**src/rtl/pf_insn_queue.sv**
```systemverilog
// pf_insn_queue: small first-word-fall-through instruction FIFO between the
// single-word prefetch and the decode stage. Each entry carries the
// instruction, its byte PC and a bus-error (illegal) flag. Accepting an
// illegal word halts intake until the next flush, so nothing is queued
// behind the error.
//
// Ports:
//   i_clk, i_reset        clock, asynchronous active-high reset
//   i_new_pc,
//   i_clear_cache         either one flushes the queue on the next edge
//   i_valid, i_insn,
//   i_pc, i_illegal       prefetch word; accepted when i_valid && o_stalled_n
//   o_stalled_n           queue can take a word (not full, not halted)
//   o_valid, o_insn,
//   o_pc, o_illegal       head entry toward decode
//   i_stalled_n           decode takes the head when o_valid && i_stalled_n
//   o_fill                current occupancy
module pf_insn_queue #(
  parameter int ADDRESS_WIDTH = 30,
  parameter int DATA_WIDTH    = 32,
  parameter int LGDEPTH       = 2
) (
  input  logic                     i_clk,
  input  logic                     i_reset,
  input  logic                     i_new_pc,
  input  logic                     i_clear_cache,
  input  logic                     i_valid,
  input  logic [DATA_WIDTH-1:0]    i_insn,
  input  logic [ADDRESS_WIDTH+1:0] i_pc,
  input  logic                     i_illegal,
  output logic                     o_stalled_n,
  output logic                     o_valid,
  output logic [DATA_WIDTH-1:0]    o_insn,
  output logic [ADDRESS_WIDTH+1:0] o_pc,
  output logic                     o_illegal,
  input  logic                     i_stalled_n,
  output logic [LGDEPTH:0]         o_fill
);

  localparam int                 DEPTH = 1 << LGDEPTH;
  localparam int                 PCW   = ADDRESS_WIDTH + 2;
  localparam logic [LGDEPTH:0]   FULL  = (LGDEPTH+1)'(DEPTH);

  typedef struct packed {
    logic                  illegal;
    logic [PCW-1:0]        pc;
    logic [DATA_WIDTH-1:0] insn;
  } entry_t;

  entry_t               mem [DEPTH];
  logic [LGDEPTH-1:0]   wr_ptr, rd_ptr;
  logic [LGDEPTH:0]     fill;
  logic                 halted;
  logic                 flush, push, pop;
  entry_t               head;

  assign flush = i_new_pc || i_clear_cache;

  // Ready depends on registers only: a full queue refuses a word even when
  // decode pops in the same cycle, keeping i_stalled_n off the prefetch path.
  assign o_stalled_n = (fill != FULL) && !halted;
  assign o_valid     = (fill != '0);

  assign push = i_valid && o_stalled_n && !flush;
  assign pop  = o_valid && i_stalled_n && !flush;

  assign head      = mem[rd_ptr];
  assign o_insn    = head.insn;
  assign o_pc      = head.pc;
  // Storage is not reset, so qualify the flag to keep it clean after reset.
  assign o_illegal = o_valid && head.illegal;
  assign o_fill    = fill;

  // Storage array: no reset needed, content is only observed when valid.
  always_ff @(posedge i_clk)
    if (push)
      mem[wr_ptr] <= '{illegal: i_illegal, pc: i_pc, insn: i_insn};

  always_ff @(posedge i_clk or posedge i_reset) begin
    if (i_reset) begin
      wr_ptr <= '0;
      rd_ptr <= '0;
      fill   <= '0;
      halted <= 1'b0;
    end else if (flush) begin
      wr_ptr <= '0;
      rd_ptr <= '0;
      fill   <= '0;
      halted <= 1'b0;
    end else begin
      if (push) wr_ptr <= wr_ptr + 1'b1;
      if (pop)  rd_ptr <= rd_ptr + 1'b1;
      case ({push, pop})
        2'b10:   fill <= fill + 1'b1;
        2'b01:   fill <= fill - 1'b1;
        default: fill <= fill;
      endcase
      // Sticky until flush: nothing may enter behind a bus-error word.
      if (push && i_illegal) halted <= 1'b1;
    end
  end

endmodule

```
**config.mk**
```make
export PLATFORM = sky130hd
export DESIGN_NAME = pf_insn_queue
export DESIGN_NICKNAME = d
export VERILOG_FILES = /design/src/rtl/pf_insn_queue.sv
export SDC_FILE = /design/constraint.sdc
export NUM_CORES = 1
export LEC_CHECK = 0
export CAP_MARGIN = 20
export CORE_AREA = 2 2 143 145
export CTS_BUF_LIST = sky130_fd_sc_hd__clkbuf_8
export DETAILED_ROUTE_END_ITERATION = 6
export DIE_AREA = 0 0 145 147
export GPL_ROUTABILITY_DRIVEN = 0
export PLACE_DENSITY = 0.8
export SYNTH_ARGS = -nofsm -noshare
export SYNTH_HDL_FRONTEND = slang
export SYNTH_SLANG_ARGS = --single-unit
```
**constraint.sdc**
```tcl
create_clock -name i_clk -period 2.9 [get_ports i_clk]
set_clock_uncertainty 0.2 [all_clocks]
set_input_delay 0.58 -clock i_clk [delete_from_list [all_inputs] [get_ports i_clk]]
set_output_delay 0.58 -clock i_clk [all_outputs]
set_load 0.1 [all_outputs]
```
==> results of run 1 <==
[worst min-delay path by stage]
stage / start / endpoint / cells after the start
floorplan: i_reset / halted / 1
global placement: halted / halted / 2
detailed placement: halted / halted / 2
CTS: i_reset / o_fill[2] / 2
global route: i_reset / o_fill[2] / 2
finish: i_reset / rd_ptr[0] / 2
[worst max-delay path, stage by stage, from the launching register on]
cell and delay (ns):
dfrtp_4 0.53, buf_4 0.25, mux4_2 0.58, buf_12 0.19
[final cells by class]
class	count	area, um^2
sequential	268	8019
antenna	1	2.502
multi-input combinational	112	1818
fill	1238	6549
timing repair buffer	162	2341
tap	270	337.8
clock buffer	43	591.8
inverter	4	15.01
clock inverter	29	170.2
[cells by family (layout without fill, tap and decap cells)]
| family | count (synthesis) | count (layout) | synth area share [%] |
|---|---|---|---|
| xor+xnor | 3 | 3 | 0.2654 |
| buf+inv | 20 | 238 | 0.9982 |
| compound gates | 10 | 10 | 0.6192 |
| fa+ha+maj | 5 | 5 | 0.7077 |
| other cells | 0 | 1 | 0 |
| simple gates | 28 | 28 | 1.643 |
| flops | 268 | 268 | 80.88 |
| mux | 66 | 66 | 14.89 |
[state kept, by name, indices dropped and copies added (netlist names)]
register and count:
mem 260, o_fill 3, wr_ptr 2, rd_ptr 2, halted 1
[what timing repair did]
action,in CTS,in global routing
buffers inserted,2,0
setup endpoints to repair,56,9
pin swaps,0,0
resized for setup,1,0
[report_power, final]
part | internal [W] | leakage, nW | switching [W]
Sequential | 0.00429 | 2.45 | 0.0000160
Combinational | 0.000301 | 1.52 | 0.000465
Clock | 0.00155 | 0.433 | 0.00132
[layer usage]
layer  wire (um)  track usage [%]
met4         329            5.248
met1        7469            23.23
met2       10100            32.74
met3        1115            4.193
met5           0                0
[stage by stage]
step	area [um^2]	utilization (%)	hold WS (ns)	cells
4_1_cts	13290	66.99	0.08833	888
3_5_place_dp	12500	63.01	0.4023	814
5_1_grt	13290	66.99	0.1223	888
6_report	13300	67.00	0.1121	889
3_3_place_gp	12500	63.01	0.3513	814
2_1_floorplan	9928	-	0.1955	400
[cell usage after synthesis]
| library cell | instances |
|---|---|
| edfxtp_1 | 260 |
| xnor2_1 | 2 |
| nand2_1 | 1 |
| a211o_1 | 1 |
| dfrtp_1 | 8 |
| fa_1 | 1 |
| mux2i_1 | 1 |
| buf_4 | 3 |
| or3b_1 | 1 |
| nand3b_1 | 1 |
| and2_1 | 1 |
| ha_1 | 4 |
| nand4_1 | 1 |
| or3_2 | 1 |
| nor3b_2 | 1 |
| xor2_1 | 1 |
| nor3_1 | 2 |
| inv_1 | 4 |
| o21ai_0 | 3 |
| buf_2 | 4 |
| nor2_1 | 9 |
| buf_1 | 4 |
| and3_1 | 4 |
| and2b_2 | 1 |
| nor3b_1 | 2 |
| o31a_2 | 1 |
| nand2b_1 | 1 |
| o31ai_1 | 1 |
| mux4_2 | 65 |
| clkbuf_1 | 4 |
| a21oi_1 | 4 |
| or2_2 | 1 |
| buf_6 | 1 |
| nand3_1 | 1 |
==> out/qor.yml, run 1 <==
die:
  die_area_um2: 21320
  rows: 52
  start_util_pct: 49.89
  io_pins: 141
  core_region_area_um2: 19840
  die_y_um: 147
  die_w_um: 145
clock_tree:
  clkLatencyLatePin_ns: 0.52
  ctsHoldBuffers: 0
  htreeDepth: 2
  root_buffer: "clkbuf_8"
  numCtsBuffers: 41
  tritoncts: "done"
  clock-sinks: 268
  clock_path_buffers: 3
  clk_pin_slew_ns: 0.06
synth:
  yosys-top-cells-area: "edfxtp_1, mux4_2, dfrtp_1, ha_1, nor2_1"
  ys_seq_area_share_pct: 80.88
  ys_seq_elements: 268
  syn_area_um2: 9901
  yosys_warnings: 0
  synth_top_area_share_pct: 78.86
  avgSynthCellArea_um2: 24.75
  synth_cell_types: 34
  syn_nets: 476
  syn_inst: 400
  yosys.area.top_type: "edfxtp_1"
global_route:
  overflow: 0
  grt_max_degree: 49
  grt_pass1_wl_um: 30080
  first_global_vias: 5375
  antenna_found_initial: 1
  track_usage_pct: 18.51
sta:
  setup_ws_ns: 0.03886
  slew_violations: 0
  layout_min_cycle_time_ns: 2.861
  setup_tns_ns: 0
  setup_viol: 0
  tightest_slew_ns: 0.5603
  hold_viol: 0
  rsz0062_at_grt: "yes"
  fmaxAchievable_mhz: 349.5
  slew_headroom_pct: 62.57
  period_share_pct: 98.66
setup_path:
  critPathArrivalTime_ns: 2.08
  setup.worst_path.start: "rd_ptr[0]"
  setup.worst_path.end: "o_pc[29]"
  crit_path_end_kind: "output pin"
  r2r_end: "o_fill[1]"
  critPathKind: "register to output pin"
  crit_fanout: 8
  required_ns: 2.12
  setup.worst_path.start_class: "register"
  timing.rr.start: "o_fill[1]"
  reg2reg_slack_ns: 0.53
  reg2reg_depth: 6
power:
  p_per_area_nw_per_um2: 597.2
  ir_drop_mv: 0.3884
  leakagePower_nw: 4.404
  finalPower_w: 0.007940
route:
  vias: 4792
  first_pass_iters: 4
  drt_iter0_drc: 269
  routed_wl_um: 19010
  viasPerCell: 5.390
  drtAntennaViolNets: 0
  drc: 0
  wire_per_inst_um: 21.38
status:
  status: "finished clean"
finish:
  layout_commonest_cell: "edfxtp_1"
  layout_common_cells: "edfxtp_1, buf_12, clkdlybuf4s50_1, mux4_2, clkbuf_8"
  nets: 665
  drive_gt1_share_pct: 36.08
  synthToLayoutAreaGrowth_pct: 34.29
placed_design:
  port_buffers: 140
  pre_cts_ws_ns: 0.1794
  place_hpwl_um: 12270
flow_run:
  max_cap_violations: 0
hold_path:
  hold_path.class: "primary input to asynchronous set/reset pin"
Power figures use the tool's default switching activity.
==> run 2, diff against run 1 <==
--- a/config.mk
+++ b/config.mk
@@ -6,12 +6,13 @@
 export NUM_CORES = 1
 export LEC_CHECK = 0
 export CAP_MARGIN = 20
-export CORE_AREA = 2 2 143 145
+export CORE_AREA = 2 2 117 176
 export CTS_BUF_LIST = sky130_fd_sc_hd__clkbuf_8
 export DETAILED_ROUTE_END_ITERATION = 6
-export DIE_AREA = 0 0 145 147
+export DIE_AREA = 0 0 119 178
 export GPL_ROUTABILITY_DRIVEN = 0
-export PLACE_DENSITY = 0.8
+export PLACE_DENSITY = 0.81
+export RECOVER_POWER = 50
 export SYNTH_ARGS = -nofsm -noshare
 export SYNTH_HDL_FRONTEND = slang
 export SYNTH_SLANG_ARGS = --single-unit
==> run 2 against run 1 <==
Compared with the run above: core utilization up 0.34 points; clock power down 7.3%; via count down 1.7%; register-to-register slack worse by 0.07 ns; sequential share of layout area up 0.35 points; global-route usage down 0.19 points; critical path depth unchanged; routed wire length down 0.72%; die area down 0.62%; flip-flop and latch count unchanged.
==> out/qor.yml, run 2 (synthesis results as in run 1) <==
setup_path:
  reg2reg_slack_ns: 0.46  # was 0.53 ns
  crit_path_end_kind: "output pin"  # unchanged
  critPathArrivalTime_ns: 2.07  # was 2.08 ns
  r2r_end: "mem[2][17]"  # was o_fill[1]
  reg2reg_depth: 4  # was 6
  setup.worst_path.start: "rd_ptr[0]"  # unchanged
  setup.worst_path.end: "o_pc[4]"  # was o_pc[29]
  crit_fanout: 20  # was 8
  required_ns: 2.12  # about the same
  critPathKind: "register to output pin"  # unchanged
  setup.worst_path.start_class: "register"  # unchanged
  timing.rr.start: "o_fill[0]"  # was o_fill[1]
sta:
  period_share_pct: 98.13  # was 98.66%
  tightest_slew_ns: 0.6863  # was 0.5603 ns
  hold_viol: 0  # unchanged
  layout_min_cycle_time_ns: 2.846  # was 2.861 ns
  slew_headroom_pct: 54.25  # was 62.57%
  rsz0062_at_grt: "no"  # was yes
  slew_violations: 0  # unchanged
  holdWs_ns: 0.2555  # was 0.1121 ns
  fmaxAchievable_mhz: 351.4  # was 349.5 MHz
  setup_viol: 0  # unchanged
  setup_tns_ns: 0  # unchanged
finish:
  top_register: "mem"  # unchanged
  synthToLayoutAreaGrowth_pct: 33.49  # was 34.29%
  layout_commonest_cell: "edfxtp_1"  # unchanged
  largest_reg_flops: 260  # unchanged
  drive_gt1_share_pct: 34.70  # was 36.08%
  nFillCells: 1179  # was 1,238
  layout_common_cells: "edfxtp_1, buf_12, dlygate4sd3_1, mux4_2, clkbuf_8"  # was edfxtp_1, buf_12, clkdlybuf4s50_1, mux4_2, clkbuf_8
  nets: 663  # was 665
route:
  vias: 4709  # was 4,792
  drtAntennaViolNets: 0  # unchanged
  viasPerCell: 5.394  # was 5.390
  wire_per_inst_um: 21.62  # was 21.38 um
  first_pass_iters: 4  # unchanged
  drc: 0  # unchanged
  drt_iter0_drc: 341  # was 269
  routed_wl_um: 18870  # was 19,010 um
clock_tree:
  tritoncts: "done"  # unchanged
  clock_path_buffers: 3  # unchanged
  htreeDepth: 2  # unchanged
  clkLatencyLatePin_ns: 0.51  # was 0.52 ns
  clock-sinks: 268  # unchanged
  clk_pin_slew_ns: 0.06  # about the same
  root_buffer: "clkbuf_8"  # unchanged
  ctsHoldBuffers: 0  # unchanged
  numCtsBuffers: 39  # was 41
power:
  p_int_w: 0.005964  # was 0.006142 W
  combPwrFrac_pct: 9.7  # was 9.6%
  seqPwrFrac_pct: 55.9  # was 54.3%
  finalPower_w: 0.007714  # was 0.007940 W
  sw_frac_of_total_pct: 22.69  # was 22.65%
  leakagePower_nw: 4.410  # was 4.404 nW
  clkPwrFrac_pct: 34.4  # was 36.1%
  power_switching_w: 0.001750  # was 0.001798 W
  p_per_area_nw_per_um2: 583.7  # was 597.2 nW/um^2
  ir_drop_mv: 0.3177  # was 0.3884 mV
hold_path:
  hold_path.class: "primary input to asynchronous set/reset pin"  # unchanged
global_route:
  antenna_found_initial: 3  # was 1
  grt_max_degree: 45  # was 49
  first_global_vias: 5226  # was 5,375
  track_usage_pct: 18.31  # was 18.51%
  grt_pass1_wl_um: 29240  # was 30,080 um
  overflow: 0  # unchanged
placed_design:
  port_buffers: 140  # unchanged
  place_hpwl_um: 12520  # was 12,270 um
status:
  status: "finished clean"  # unchanged
die:
  die_area_um2: 21180  # was 21,320 um^2
  start_util_pct: 50.44  # was 49.89%
  rows: 63  # was 52
  die_w_um: 119  # was 145 um
  io_pins: 141  # unchanged
  core_region_area_um2: 19630  # was 19,840 um^2
  die_y_um: 178  # was 147 um
flow_run:
  max_cap_violations: 0  # unchanged
## run 2: changes by cell type in the layout (fill, tap and decap cells not counted), moves of 4 or more
cell / previous run / this run
clkinv_1: 10 / 5
dlygate4sd3_1: 0 / 66
buf_4: 15 / 7
and3_1: 0 / 4
clkdlybuf4s50_1: 70 / 4
and3_4: 4 / 0
## run 2: metal layers
layer | part of all wire, % | GRT usage, % | wire length, um
met1 | 37 | 22.35 | 6995
met2 | 55 | 32.28 | 10390
met3 | 4.6 | 3.325 | 875
met4 | 3.2 | 7.688 | 609
met5 | 0 | 0 | 0
## run 2: how the worst min path moves through the flow
stage | from | endpoint | cells after the start
after CTS | i_reset | halted | 2
after global placement | halted | halted | 2
after global routing | i_reset | halted | 2
after floorplan | i_reset | halted | 1
after detailed placement | halted | halted | 2
final | i_reset | halted | 2
## run 2: layout make-up
class                      instances  area, um^2  area share [%]
timing repair buffer             162        2371           17.94
clock buffer                      41       564.3           4.270
clock inverter                    24       120.1          0.9088
inverter                           4       15.01          0.1136
multi-input combinational        112        1798           13.60
sequential                       268        8018           60.66
antenna                            2       5.005         0.03787
tap                              260       325.3           2.461
## run 2: per-stage QoR
stage	instances	area, um^2	util, %	setup slack, ns
floorplan	400	9928	-	0.2075
global placement	803	12530	63.86	0.2733
detailed placement	803	12530	63.86	0.2007
CTS	871	13260	67.54	0.01855
global route	871	13210	67.31	0.002196
finish	873	13220	67.34	0.05428
## run 2: worst max-delay path, stage by stage (launching register included)
cell and delay [ns]:
dfrtp_4 0.53, buf_12 0.23, mux4_2 0.59, buf_12 0.20
## run 2: power groups by stage
| stage | Sequential (W) | Clock (W) | Combinational (W) |
|---|---|---|---|
| after floorplan | 0.00440 | 0 | 0.000400 |
| after global placement | 0.00439 | 0 | 0.000760 |
| after detailed placement | 0.00439 | 0 | 0.000772 |
| after CTS | 0.00431 | 0.00272 | 0.000777 |
| after global routing | 0.00431 | 0.00288 | 0.000776 |
| final | 0.00431 | 0.00265 | 0.000750 |
## run 2: what timing repair did
| item | CTS | global route |
|---|---|---|
| endpoints found under the setup margin | 60 | 0 |
| buffers inserted | 3 | 0 |
| resized for setup | 2 | 0 |
==> run 3, diff against run 2 <==
==> config.mk (replaced) <==
export PLATFORM = sky130hd
export DESIGN_NAME = pf_insn_queue
export DESIGN_NICKNAME = d
export VERILOG_FILES = /design/src/rtl/pf_insn_queue.sv
export SDC_FILE = /design/constraint.sdc
export NUM_CORES = 1
export LEC_CHECK = 0
export CAP_MARGIN = 20
export CORE_AREA = 2 2 120 180
export DETAILED_ROUTE_END_ITERATION = 6
export DIE_AREA = 0 0 122 182
export GPL_ROUTABILITY_DRIVEN = 0
export PLACE_DENSITY = 0.77
export RECOVER_POWER = 50
export SLEW_MARGIN = 20
export SYNTH_ARGS = -nofsm -noshare
export SYNTH_HDL_FRONTEND = slang
export SYNTH_SLANG_ARGS = --single-unit
export TNS_END_PERCENT = 5
==> run 3 against run 2 <==
Compared with the run above: via count is 1.4% lower; count of clock-buffer cells in the layout is 12 lower; maximum frequency is 1.8% higher; largest power group unchanged; total power is 2.4% higher; highest routed layer unchanged; worst setup slack better by 0.050 ns; flip-flop and latch count stayed put; critical path type unchanged; combinational power is 0.7% lower; sequential share of layout area is 0.39 points higher; critical path depth stayed put.
==> out/qor.yml, run 3 (synthesis results as in run 1) <==
clock_tree:
  clock_path_buffers: 3  # unchanged
  clock-sinks: 268  # unchanged
  ctsHoldBuffers: 0  # unchanged
  clkLatencyLatePin_ns: 0.49  # was 0.51 ns
  post_cts_resized: 0  # was 2
  htreeDepth: 1  # was 2
  root_buffer: "clkbuf_16"  # was clkbuf_8
  clk_pin_slew_ns: 0.06  # about the same
  numCtsBuffers: 23  # was 39
  tritoncts: "done"  # unchanged
sta:
  hold_viol: 0  # unchanged
  slew_violations: 0  # unchanged
  rsz0062_at_grt: "no"  # unchanged
  slew_headroom_pct: 49.46  # was 54.25%
  setup_tns_ns: 0  # unchanged
  tightest_slew_ns: 0.7581  # was 0.6863 ns
  fmaxAchievable_mhz: 357.6  # was 351.4 MHz
  period_share_pct: 96.42  # was 98.13%
  setup_viol: 0  # unchanged
  layout_min_cycle_time_ns: 2.796  # was 2.846 ns
route:
  vias: 4642  # was 4,709
  first_pass_iters: 5  # was 4
  drc: 0  # unchanged
  viasPerCell: 5.429  # was 5.394
  drtAntennaViolNets: 0  # unchanged
  routed_wl_um: 18970  # was 18,870 um
  drt_iter0_drc: 342  # was 341
  wire_per_inst_um: 22.18  # was 21.62 um
die:
  io_pins: 141  # unchanged
  core_region_area_um2: 20740  # was 19,630 um^2
  die_w_um: 122  # was 119 um
  die_y_um: 182  # was 178 um
  rows: 65  # was 63
  start_util_pct: 47.74  # was 50.44%
  die_area_um2: 22200  # was 21,180 um^2
setup_path:
  cp_slowest_stage_delay_ns: 0.61  # was 0.59 ns
  cpMaxStageDelayCell: "mux4_2"  # unchanged
  path_common_cell: "buf_12"  # unchanged
  critPathKind: "register to output pin"  # unchanged
  setup.worst_path.start_class: "register"  # unchanged
  critPathArrivalTime_ns: 2.02  # was 2.07 ns
  crit_path_end_kind: "output pin"  # unchanged
  reg2reg_slack_ns: 0.31  # was 0.46 ns
  crit_fanout: 24  # was 20
  required_ns: 2.12  # about the same
  crit_chain: "buf_12, mux4_2, buf_12"  # unchanged
power:
  combPwrFrac_pct: 9.4  # was 9.7%
  ir_drop_mv: 0.3467  # was 0.3177 mV
  p_per_area_nw_per_um2: 601.7  # was 583.7 nW/um^2
  leakagePower_nw: 4.300  # was 4.410 nW
  sw_frac_of_total_pct: 21.50  # was 22.69%
  power_switching_w: 0.001698  # was 0.001750 W
  seqPwrFrac_pct: 54.5  # was 55.9%
  finalPower_w: 0.007899  # was 0.007714 W
  p_int_w: 0.006200  # was 0.005964 W
  clkPwrFrac_pct: 36.0  # was 34.4%
finish:
  ff_latch_area_um2: 8015  # was 8018 um^2
  layout_commonest_cell: "edfxtp_1"  # unchanged
  utilization_pct: 63.30  # was 67.34%
  top_register: "mem"  # unchanged
  largest_reg_flops: 260  # unchanged
  layout_common_cells: "edfxtp_1, buf_12, dlygate4sd3_1, mux4_2, clkbuf_16"  # was edfxtp_1, buf_12, dlygate4sd3_1, mux4_2, clkbuf_8
  synthToLayoutAreaGrowth_pct: 32.59  # was 33.49%
  multi_input_area_um2: 1802  # was 1798 um^2
  nets: 645  # was 663
  nFillCells: 1355  # was 1,179
  drive_gt1_share_pct: 32.65  # was 34.70%
placed_design:
  port_buffers: 140  # unchanged
  place_hpwl_um: 12310  # was 12,520 um
global_route:
  first_global_vias: 5082  # was 5,226
  overflow: 0  # unchanged
  grt_max_degree: 35  # was 45
  track_usage_pct: 17.41  # was 18.31%
  antenna_found_initial: 7  # was 3
  grt_pass1_wl_um: 29130  # was 29,240 um
status:
  status: "finished clean"  # unchanged
flow_run:
  max_cap_violations: 0  # unchanged
hold_path:
  hold_path.class: "primary input to asynchronous set/reset pin"  # unchanged
-- run 3: final timing paths --
check	from	cells past startpoint	end
setup / recovery	rd_ptr[0]	3	o_insn[19]
hold / removal	i_reset	2	wr_ptr[0]
setup reg to reg	o_fill[0]	4	mem[2][26]
hold reg to reg	halted	2	halted
max in group asynchronous	i_reset	2	rd_ptr[1]
min in group i_clk	halted	2	halted
-- run 3: metrics by stage --
stage,instances,hold WS (ns),setup WS [ns],instance area [um^2]
detailed placement,810,0.3925,0.1908,12490
finish,855,0.2980,0.1039,13130
CTS,850,0.1540,0.05621,13200
floorplan,400,0.1957,-0.3365,9912
global placement,810,0.3548,0.2431,12490
global route,853,0.3224,0.02396,13120
-- run 3: timing repair --
| action | in CTS | in global routing |
|---|---|---|
| endpoints found under the hold margin | 0 | 0 |
| setup buffers | 2 | 0 |
| setup endpoints to repair | 56 | 0 |
-- run 3: final cells by class --
type,instances,share of cell area [%]
diodes,5,0.09531
clock buffers,29,4.556
clock inverters,9,0.6958
inverters,4,0.1144
multi-input cells,112,13.72
flip-flops and latches,268,61.06
well taps,268,2.554
repair buffers,160,17.20
-- run 3: routing by layer --
layer / share of wire, % / routed length, um / vias to the layer above / GRT usage [%]
met4: 1.8 / 338 / 0 / 5.103
met5: 0 / 0 / - / 0
met3: 5.5 / 1034 / 21 / 2.952
met2: 56 / 10700 / 147 / 31.42
li1: - / - / 2033 / -
met1: 36 / 6890 / 2441 / 21.36
-- run 3: critical path, delay by kind of cell, from the launching register on --
| family | cells | cell delay (ns) |
|---|---|---|
| muxes | 1 | 0.61 |
| DFF | 1 | 0.47 |
| buffers and inverters | 2 | 0.44 |
-- run 3: power groups by stage --
stage / combinational (W) / clock, W / sequential, W
2_1_floorplan: 0.000399 / 0 / 0.00440
3_3_place_gp: 0.000749 / 0 / 0.00439
3_5_place_dp: 0.000766 / 0 / 0.00439
4_1_cts: 0.000772 / 0.00292 / 0.00431
5_1_grt: 0.000772 / 0.00306 / 0.00431
6_report: 0.000745 / 0.00285 / 0.00431
